===== src/rtl/ippro_decode_stage.sv =====
// ippro_decode_stage: decodes 32-bit IPPro instruction words into DSP48 controls.
// Decoded words sit in an output register backed by one skid entry, so the
// upstream ready can be registered without losing a word under back-pressure.
module ippro_decode_stage #(
   parameter int DATA_W = 18,
   parameter int CNT_W  = 16
) (
   input  logic              CLK,
   input  logic              RESET_N,
   input  logic              ENABLE,
   input  logic              FLUSH,
   input  logic              IN_VALID,
   output logic              IN_READY,
   input  logic [31:0]       INSTR,
   output logic              OUT_VALID,
   input  logic              OUT_READY,
   output logic [4:0]        D,
   output logic [4:0]        C,
   output logic [4:0]        A,
   output logic [6:0]        OPMODE,
   output logic [3:0]        ALUMODE,
   output logic [DATA_W-1:0] IMM,
   output logic              USE_IMM,
   output logic              WE,
   output logic              ILLEGAL,
   output logic [CNT_W-1:0]  INSTR_CNT
);

   typedef struct packed {
      logic [4:0]        d;
      logic [4:0]        c;
      logic [4:0]        a;
      logic [6:0]        opmode;
      logic [3:0]        alumode;
      logic [DATA_W-1:0] imm;
      logic              use_imm;
      logic              we;
   } dec_t;

   // Undefined opcodes are everything above LDI.
   function automatic logic is_illegal(input logic [4:0] op);
      return (op > 5'd8);
   endfunction

   // Opcode table; NOP and undefined opcodes produce an all-zero control word.
   function automatic dec_t decode(input logic [31:0] instr);
      dec_t f;
      f         = '0;
      f.d       = instr[26:22];
      f.c       = instr[21:17];
      f.a       = instr[16:12];
      f.imm     = {{(DATA_W-12){instr[11]}}, instr[11:0]};
      case (instr[31:27])
         5'd1:    begin f.opmode = 7'b0110011; f.alumode = 4'b0000; f.we = 1'b1; end
         5'd2:    begin f.opmode = 7'b0110011; f.alumode = 4'b0011; f.we = 1'b1; end
         5'd3:    begin f.opmode = 7'b0000101; f.alumode = 4'b0000; f.we = 1'b1; end
         5'd4:    begin f.opmode = 7'b0100101; f.alumode = 4'b0000; f.we = 1'b1; end
         5'd5:    begin f.opmode = 7'b0110011; f.alumode = 4'b1100; f.we = 1'b1; end
         5'd6:    begin f.opmode = 7'b0111011; f.alumode = 4'b1100; f.we = 1'b1; end
         5'd7:    begin f.opmode = 7'b0110011; f.alumode = 4'b0100; f.we = 1'b1; end
         5'd8:    begin f.opmode = 7'b0000011; f.alumode = 4'b0000; f.we = 1'b1; f.use_imm = 1'b1; end
         default: f = '0;
      endcase
      return f;
   endfunction

   logic             in_ready_r;
   logic             out_valid_r;
   logic             skid_valid_r;
   dec_t             out_dec_r;
   dec_t             skid_dec_r;
   logic             illegal_r;
   logic [CNT_W-1:0] cnt_r;

   logic             accept_s;
   logic             out_hs_s;
   dec_t             dec_s;
   logic             out_valid_nxt_s;
   logic             skid_valid_nxt_s;
   logic             out_load_skid_s;
   logic             out_load_in_s;
   logic             skid_load_s;

   assign accept_s = IN_VALID & in_ready_r & ENABLE & ~FLUSH;
   assign out_hs_s = out_valid_r & OUT_READY & ENABLE & ~FLUSH;
   assign dec_s    = decode(INSTR);

   // Steering of the two entries: skid drains first so program order holds.
   always_comb begin
      out_valid_nxt_s  = out_valid_r;
      skid_valid_nxt_s = skid_valid_r;
      out_load_skid_s  = 1'b0;
      out_load_in_s    = 1'b0;
      skid_load_s      = 1'b0;
      if (FLUSH) begin
         out_valid_nxt_s  = 1'b0;
         skid_valid_nxt_s = 1'b0;
      end else if (out_hs_s) begin
         if (skid_valid_r) begin
            out_load_skid_s  = 1'b1;
            skid_valid_nxt_s = 1'b0;
         end else if (accept_s) begin
            out_load_in_s = 1'b1;
         end else begin
            out_valid_nxt_s = 1'b0;
         end
      end else if (accept_s) begin
         if (!out_valid_r) begin
            out_load_in_s   = 1'b1;
            out_valid_nxt_s = 1'b1;
         end else begin
            skid_load_s      = 1'b1;
            skid_valid_nxt_s = 1'b1;
         end
      end else begin
         out_valid_nxt_s = out_valid_r;
      end
   end

   // Valid bits and the registered upstream ready (ready = skid empty).
   always_ff @(posedge CLK or negedge RESET_N) begin
      if (!RESET_N) begin
         out_valid_r  <= 1'b0;
         skid_valid_r <= 1'b0;
         in_ready_r   <= 1'b1;
      end else begin
         out_valid_r  <= out_valid_nxt_s;
         skid_valid_r <= skid_valid_nxt_s;
         in_ready_r   <= ~skid_valid_nxt_s;
      end
   end

   // Decoded payload registers; held whenever not explicitly loaded.
   always_ff @(posedge CLK or negedge RESET_N) begin
      if (!RESET_N) begin
         out_dec_r  <= '0;
         skid_dec_r <= '0;
      end else begin
         if (out_load_skid_s) begin
            out_dec_r <= skid_dec_r;
         end else if (out_load_in_s) begin
            out_dec_r <= dec_s;
         end
         if (skid_load_s) begin
            skid_dec_r <= dec_s;
         end
      end
   end

   // Retired-instruction counter and sticky illegal flag; flush leaves both alone.
   always_ff @(posedge CLK or negedge RESET_N) begin
      if (!RESET_N) begin
         cnt_r     <= '0;
         illegal_r <= 1'b0;
      end else begin
         if (out_hs_s) begin
            cnt_r <= cnt_r + {{(CNT_W-1){1'b0}}, 1'b1};
         end
         if (accept_s && is_illegal(INSTR[31:27])) begin
            illegal_r <= 1'b1;
         end
      end
   end

   assign IN_READY  = in_ready_r & ENABLE;
   assign OUT_VALID = out_valid_r;
   assign D         = out_dec_r.d;
   assign C         = out_dec_r.c;
   assign A         = out_dec_r.a;
   assign OPMODE    = out_dec_r.opmode;
   assign ALUMODE   = out_dec_r.alumode;
   assign IMM       = out_dec_r.imm;
   assign USE_IMM   = out_dec_r.use_imm;
   assign WE        = out_dec_r.we;
   assign ILLEGAL   = illegal_r;
   assign INSTR_CNT = cnt_r;

endmodule


===== config.mk =====
export PLATFORM = sky130hd
export DESIGN_NAME = ippro_decode_stage
export DESIGN_NICKNAME = d
export VERILOG_FILES = /design/src/rtl/ippro_decode_stage.sv
export SDC_FILE = /design/constraint.sdc
export NUM_CORES = 1
export LEC_CHECK = 0
export BUFFER_PORTS_ARGS = -buffer_cell sky130_fd_sc_hd__buf_2
export CAP_MARGIN = 20
export CORE_MARGIN = 10
export CORE_UTILIZATION = 54
export DETAILED_ROUTE_END_ITERATION = 10
export GPL_TIMING_DRIVEN = 0
export HOLD_SLACK_MARGIN = 0.15
export PLACE_DENSITY = 0.81
export RECOVER_POWER = 100
export SLEW_MARGIN = 20
export SYNTH_ARGS = -nofsm -noshare
export SYNTH_HDL_FRONTEND = slang
export SYNTH_SLANG_ARGS = --single-unit

===== constraint.sdc =====
create_clock -name CLK -period 2.3 [get_ports CLK]
set_clock_uncertainty 0.15 [all_clocks]
set_input_delay 0.46 -clock CLK [delete_from_list [all_inputs] [get_ports CLK]]
set_output_delay 0.46 -clock CLK [all_outputs]
set_load 0.005 [all_outputs]

== Word-level counts from Yosys, hierarchy flattened ==
Cells that the tools add are included.
Widths: inputs -> output; s select.

* ROM bits: 0
* Output and inout bits: 65
* Latch bits: 0
* Memories kept: 0
* Word-level logic and storage cells: 76
* Register bits: 112
* Bits of input ports: 38
* RAM bits: 0

* Divide/modulo/power cells: 0
* Reduce and logical (&&, ||, !) cells: 5
* Magnitude comparators: 1
* Shift operators: 0
* Add/subtract/negate cells: 1
* Bitwise gates (word level): 9
* Equality and inequality tests: 10
* Multipliers: 0
* Multiplexer cells: 29

{| class="wikitable"
|+ Operator list
! cell !! count
|-
| $mux 46 || 2
|-
| $pmux 10 s8 || 1
|-
| $mux 1 || 24
|-
| $eq 5x3->1 const B || 4
|-
| $mux 18 || 1
|-
| $add 16x1->16 const B || 1
|-
| $mux 15 || 1
|-
| $eq 5x2->1 const B || 2
|-
| $reduce_or 8->1 || 1
|-
| $and 1x1->1 || 7
|-
| $ne 3x3->1 const B || 2
|-
| $eq 5x1->1 const B || 1
|-
| $eq 5x4->1 const B || 1
|-
| $gt 5x4->1 const B || 1
|-
| $reduce_and 3->1 || 1
|-
| $reduce_bool 3->1 || 1
|-
| $not 1->1 || 2
|-
| $reduce_bool 2->1 || 1
|-
| $logic_and 1x1->1 || 1
|}

== Depth between registers and ports, before layout ==
* Depth in word-level cells: 9
* Mapped depth: 7
* Gate-level depth less buffers: 4

== Least setup slack after synthesis ==
No wires, ideal clock.

* Path kind: input -> register
* Start: in INSTR[27]
* End: reg out_dec_r, in the netlist C[2]
* Setup slack: 0.399 ns
* Buffers on the path: 3
* Setup time: 0.079 ns
* Data arrival time: 1.672 ns
* Stages: 7
* Data required time: 2.071 ns
* Path through: buf_2 > o31a_1 > nor3_2 > buf_2 > buf_4 > nand3_1 > a2bb2oi_1

* Longest elaborated chain between the ends: 5
* Elaborated cells between the ends (all ways): 12
* Those cells by class: 8 x eq/ne; 3 x mux; 1 x reduce/logical

{| class="wikitable"
|+ Ends and longest elaborated chain
! what !! RTL line !! source
|-
| from (decl) || 14 || <nowiki>input logic [31:0] INSTR,</nowiki>
|-
| $eq 5x4->1 (tied with other cells) || 53 || <nowiki>case (instr[31:27])</nowiki>
|-
| $reduce_or 8->1 (no line) (*) || - ||
|-
| $mux 15 (*) || 53 ||
|-
| $mux 46 (*) || 141 || <nowiki>end else if (out_load_in_s) begin</nowiki>
|-
| $mux 46 (*) || 139 || <nowiki>if (out_load_skid_s) begin</nowiki>
|-
| to (signal assigned) || 140 || <nowiki>out_dec_r <= skid_dec_r;</nowiki>
|-
| to (signal assigned) || 142 || <nowiki>out_dec_r <= dec_s;</nowiki>
|-
| to (decl) || 70 || <nowiki>dec_t out_dec_r;</nowiki>
|}

Every way passes the cells marked *; elsewhere a longest branch is shown, timed or not. The select of a mux whose other input is x is not followed.
A chain may end at the register's enable or synchronous reset.

== Final worst setup path ==
* Start: reg in_ready_r
* End: reg skid_dec_r[11] (netlist bit)

* Longest elaborated chain between the ends: 6

{| class="wikitable"
|+ Ends and longest elaborated chain
! what !! RTL line !! source
|-
| from (decl) || 67 || <nowiki>logic in_ready_r;</nowiki>
|-
| from (signal assigned) || 129 || <nowiki>in_ready_r <= ~skid_valid_nxt_s;</nowiki>
|-
| $and 1x1->1 (3 in series) || 84 || <nowiki>assign accept_s = IN_VALID & in_ready_r & ENABLE & ~FLUSH;</nowiki>
|-
| $mux 1 || 107 || <nowiki>end else if (accept_s) begin</nowiki>
|-
| $mux 1 || 98 || <nowiki>end else if (out_hs_s) begin</nowiki>
|-
| $mux 1 || 95 || <nowiki>if (FLUSH) begin</nowiki>
|-
| to (signal assigned) || 145 || <nowiki>skid_dec_r <= dec_s;</nowiki>
|-
| to (decl) || 71 || <nowiki>dec_t skid_dec_r;</nowiki>
|}

No other way between the ends.

==> impl_metrics.toml <==
[run_status]
status = "completed"

[routing]
dr_wl_met3_um = 711
viasPerCell = 5.832
firstDrtPassIters = 8
top_layer = "met4"
final_antenna_net_count = 0
drc = 0
wl_per_cell_um = 17.98
met2_length_um = 5686
wirelength_um = 11850
drt_iter0_markers = 261
drt-met1-wl_um = 5240
vias = 3843

[final_layout]
drive_gt1_frac = 0.1975
final_nets = 591
area_growth_pct = 17.84
fin_util = 0.6634
final_cell_mix = "95 x dfrtp_1, 70 x nand2_1, 64 x clkbuf_1"
diodes = 0
layout_commonest_cell = "dfrtp_1"
final_cell_area_um2 = 5206

[synth]
synth_edf_count = 0
synth_cells = 440
synth_nets = 479
synth_warnings = 0
yosys_register_bits = 96
synth_area_leaders = "dfrtp_1 54%, nand2_1 5.9%, a2bb2oi_1 5.6%, o21ai_0 4.5%, nand3_1 4.4%"
netlist_area_um2 = 4418
ys_seq_area_frac = 0.5440
postSynth.asyncResetShare = 1.000
synth-main-ff-cell = "dfrtp_1"
syn_area_per_cell_um2 = 10.04
yosysTopAreaCell = "dfrtp_1"
ys_types = 52
synth_top_cell_area_share = 0.5381

[power_and_ir_drop]
switching_power_mw = 1.037
seq_power_share = 0.522
swShare = 0.2683
clkPwrFrac = 0.320
power_frac_comb = 0.157
p_total_mw = 3.864
ir_drop_uv = 385.0
p_leak_nw = 2.443
power_per_cell_area_nw_per_um2 = 742.3
intPower_mw = 2.828

[floorplanning]
io_pins = 103
chipHeight_um = 110.5
floorplan.die_area_um2 = 12200
start_util = 0.5630
coreArea_um2 = 7848
std_cell_rows = 32
die_x_um = 110.5

[sta]
rsz0062_at_grt = "no"
setup_viol = 0
fin_tns_setup_ns = 0
fmax_mhz = 454.3
finalMaxSlewViolations = 0
hold_violations = 0
worst_pin_slew_ns = 0.8174
period_share = 0.9570
period_needed_ns = 2.201
relSlewSlack = 0.4551

[clock_network]
h-tree-depth = 3
cts_resized = 0
cts_root_buffer = "clkbuf_8"
cts_sinks = 96
clk_pin_slew_ns = 0.09
cts_buffers = 9
clk_latency_ns = 0.36
clk_path_buf_depth = 2
cts_tree = "done"
hold_buffers = 1
cts_setup_buffers = 0

[global_routing]
antenna_found_initial = 0
grt_pass1_vias = 3876
grt_start_max_net_pins = 65
grt_use_total = 0.1881
grt_pass1_wl_um = 19520
gr-total-overflow = 0

[setup_path]
r2r-start = "in_ready_r$_DFF_PN1_"
crit_fanout = 10
cp-start-kind = "register"
crit_type = "register to register"
crit_start = "in_ready_r$_DFF_PN1_"
end_kind = "register"
critPathRequiredTime_ns = 2.37
crit_chain = "nand3_2 -> or4b_4 -> buf_6 -> clkbuf_1 -> nand2_1 -> o21ai_0"
cp.arrival_ns = 2.27
cp_slowest_cell = "dfstp_2"
cpPeakStageDelay_ns = 0.57

[job]
drv_cap = 0

[hold_path]
hold_path_class = "input pin to register"
hold_start = "FLUSH"

[placement]
io_buffers = 99
gp_congestion = 0.8306
dp_hpwl_um = 8557
place_area_um2 = 5075
==> cells by family after synthesis <==
logic type / Yosys count / share of synthesized area
buffers and inverters: 47 / 0.05806
flip-flops: 96 / 0.5440
multiplexers: 11 / 0.02775
AND/OR/NAND/NOR: 150 / 0.1628
adder cells (fa/ha/maj): 1 / 0.002832
other: 1 / 0.0008488
XOR/XNOR: 16 / 0.03172
AO/OA/AOI/OAI: 118 / 0.1719
==> power by group through the flow <==
stage / Sequential (mW) / Clock (mW) / Combinational (mW)
final: 2.02 / 1.24 / 0.608
after floorplan: 2.03 / 0 / 0.310
after CTS: 2.01 / 1.25 / 0.664
after global routing: 2.04 / 1.33 / 0.683
after global placement: 2.03 / 0 / 0.636
after detailed placement: 2.04 / 0 / 0.660
==> flip-flops by register name, indices dropped and copies added (netlist names) <==
signal / cells
skid_valid_r: 1
WE: 1
IMM: 12
skid_dec_r: 38
D: 5
OPMODE: 6
ALUMODE: 3
INSTR_CNT: 16
in_ready_r: 1
USE_IMM: 1
OUT_VALID: 1
A: 5
C: 5
ILLEGAL: 1
==> metal layers <==
metal / GRT usage / vias up
met5: 0 / -
met4: 0.06390 / 0
met3: 0.03620 / 18
met2: 0.3040 / 150
met1: 0.2463 / 1909
li1: - / 1766
==> stage by stage <==
stage          cells  hold WS, ns  setup WS [ns]
6_report         659       0.1625        0.09890
5_1_grt          659       0.1751        0.03567
4_1_cts          659       0.1553         0.1126
3_5_place_dp     642       0.2151        0.06137
3_3_place_gp     641       0.2876        -0.2951
2_1_floorplan    440      0.01441         0.3988
==> layout make-up <==
| type | count | area, um2 |
|---|---|---|
| Buffer | 41 | 232.7 |
| Clock buffer | 12 | 145.1 |
| Clock inverter | 4 | 76.32 |
| Fill cell | 634 | 2641 |
| Inverter | 6 | 22.52 |
| Multi-Input combinational cell | 297 | 1745 |
| Sequential cell | 96 | 2404 |
| Tap cell | 102 | 127.6 |
| Timing Repair Buffer | 101 | 452.9 |
==> synthesized netlist by cell type, types with 7 or more instances <==
master,n
nand3_1,39
xor2_1,10
nor3_1,7
buf_2,16
a21oi_1,31
clkbuf_1,10
dfrtp_1,95
nand2_1,70
nor2_1,8
buf_4,12
o21ai_0,40
a2bb2oi_1,28
mux2_2,10
==> final timing paths <==
path,slack (ns),end,cells after the start
max in group asynchronous,0.39,C[4]$_DFFE_PN0P_,3
max reg2reg,0.1,skid_dec_r[11]$_DFFE_PN0P_,6
min,0.16,OUT_VALID$_DFFE_PN0P_,2
max,0.1,skid_dec_r[11]$_DFFE_PN0P_,6
min reg2reg,0.31,ILLEGAL$_DFFE_PN0P_,1
min in group asynchronous,0.58,INSTR_CNT[6]$_DFFE_PN0P_,2
==> critical path: cells and delay by family, from the launching register on <==
family	cells	cell delay [ns]
AND/OR/NAND/NOR	3	0.79
flip-flops	1	0.57
buffers and inverters	2	0.45
AO/OA/AOI/OAI	1	0.10
Power figures use the tool's default switching activity.
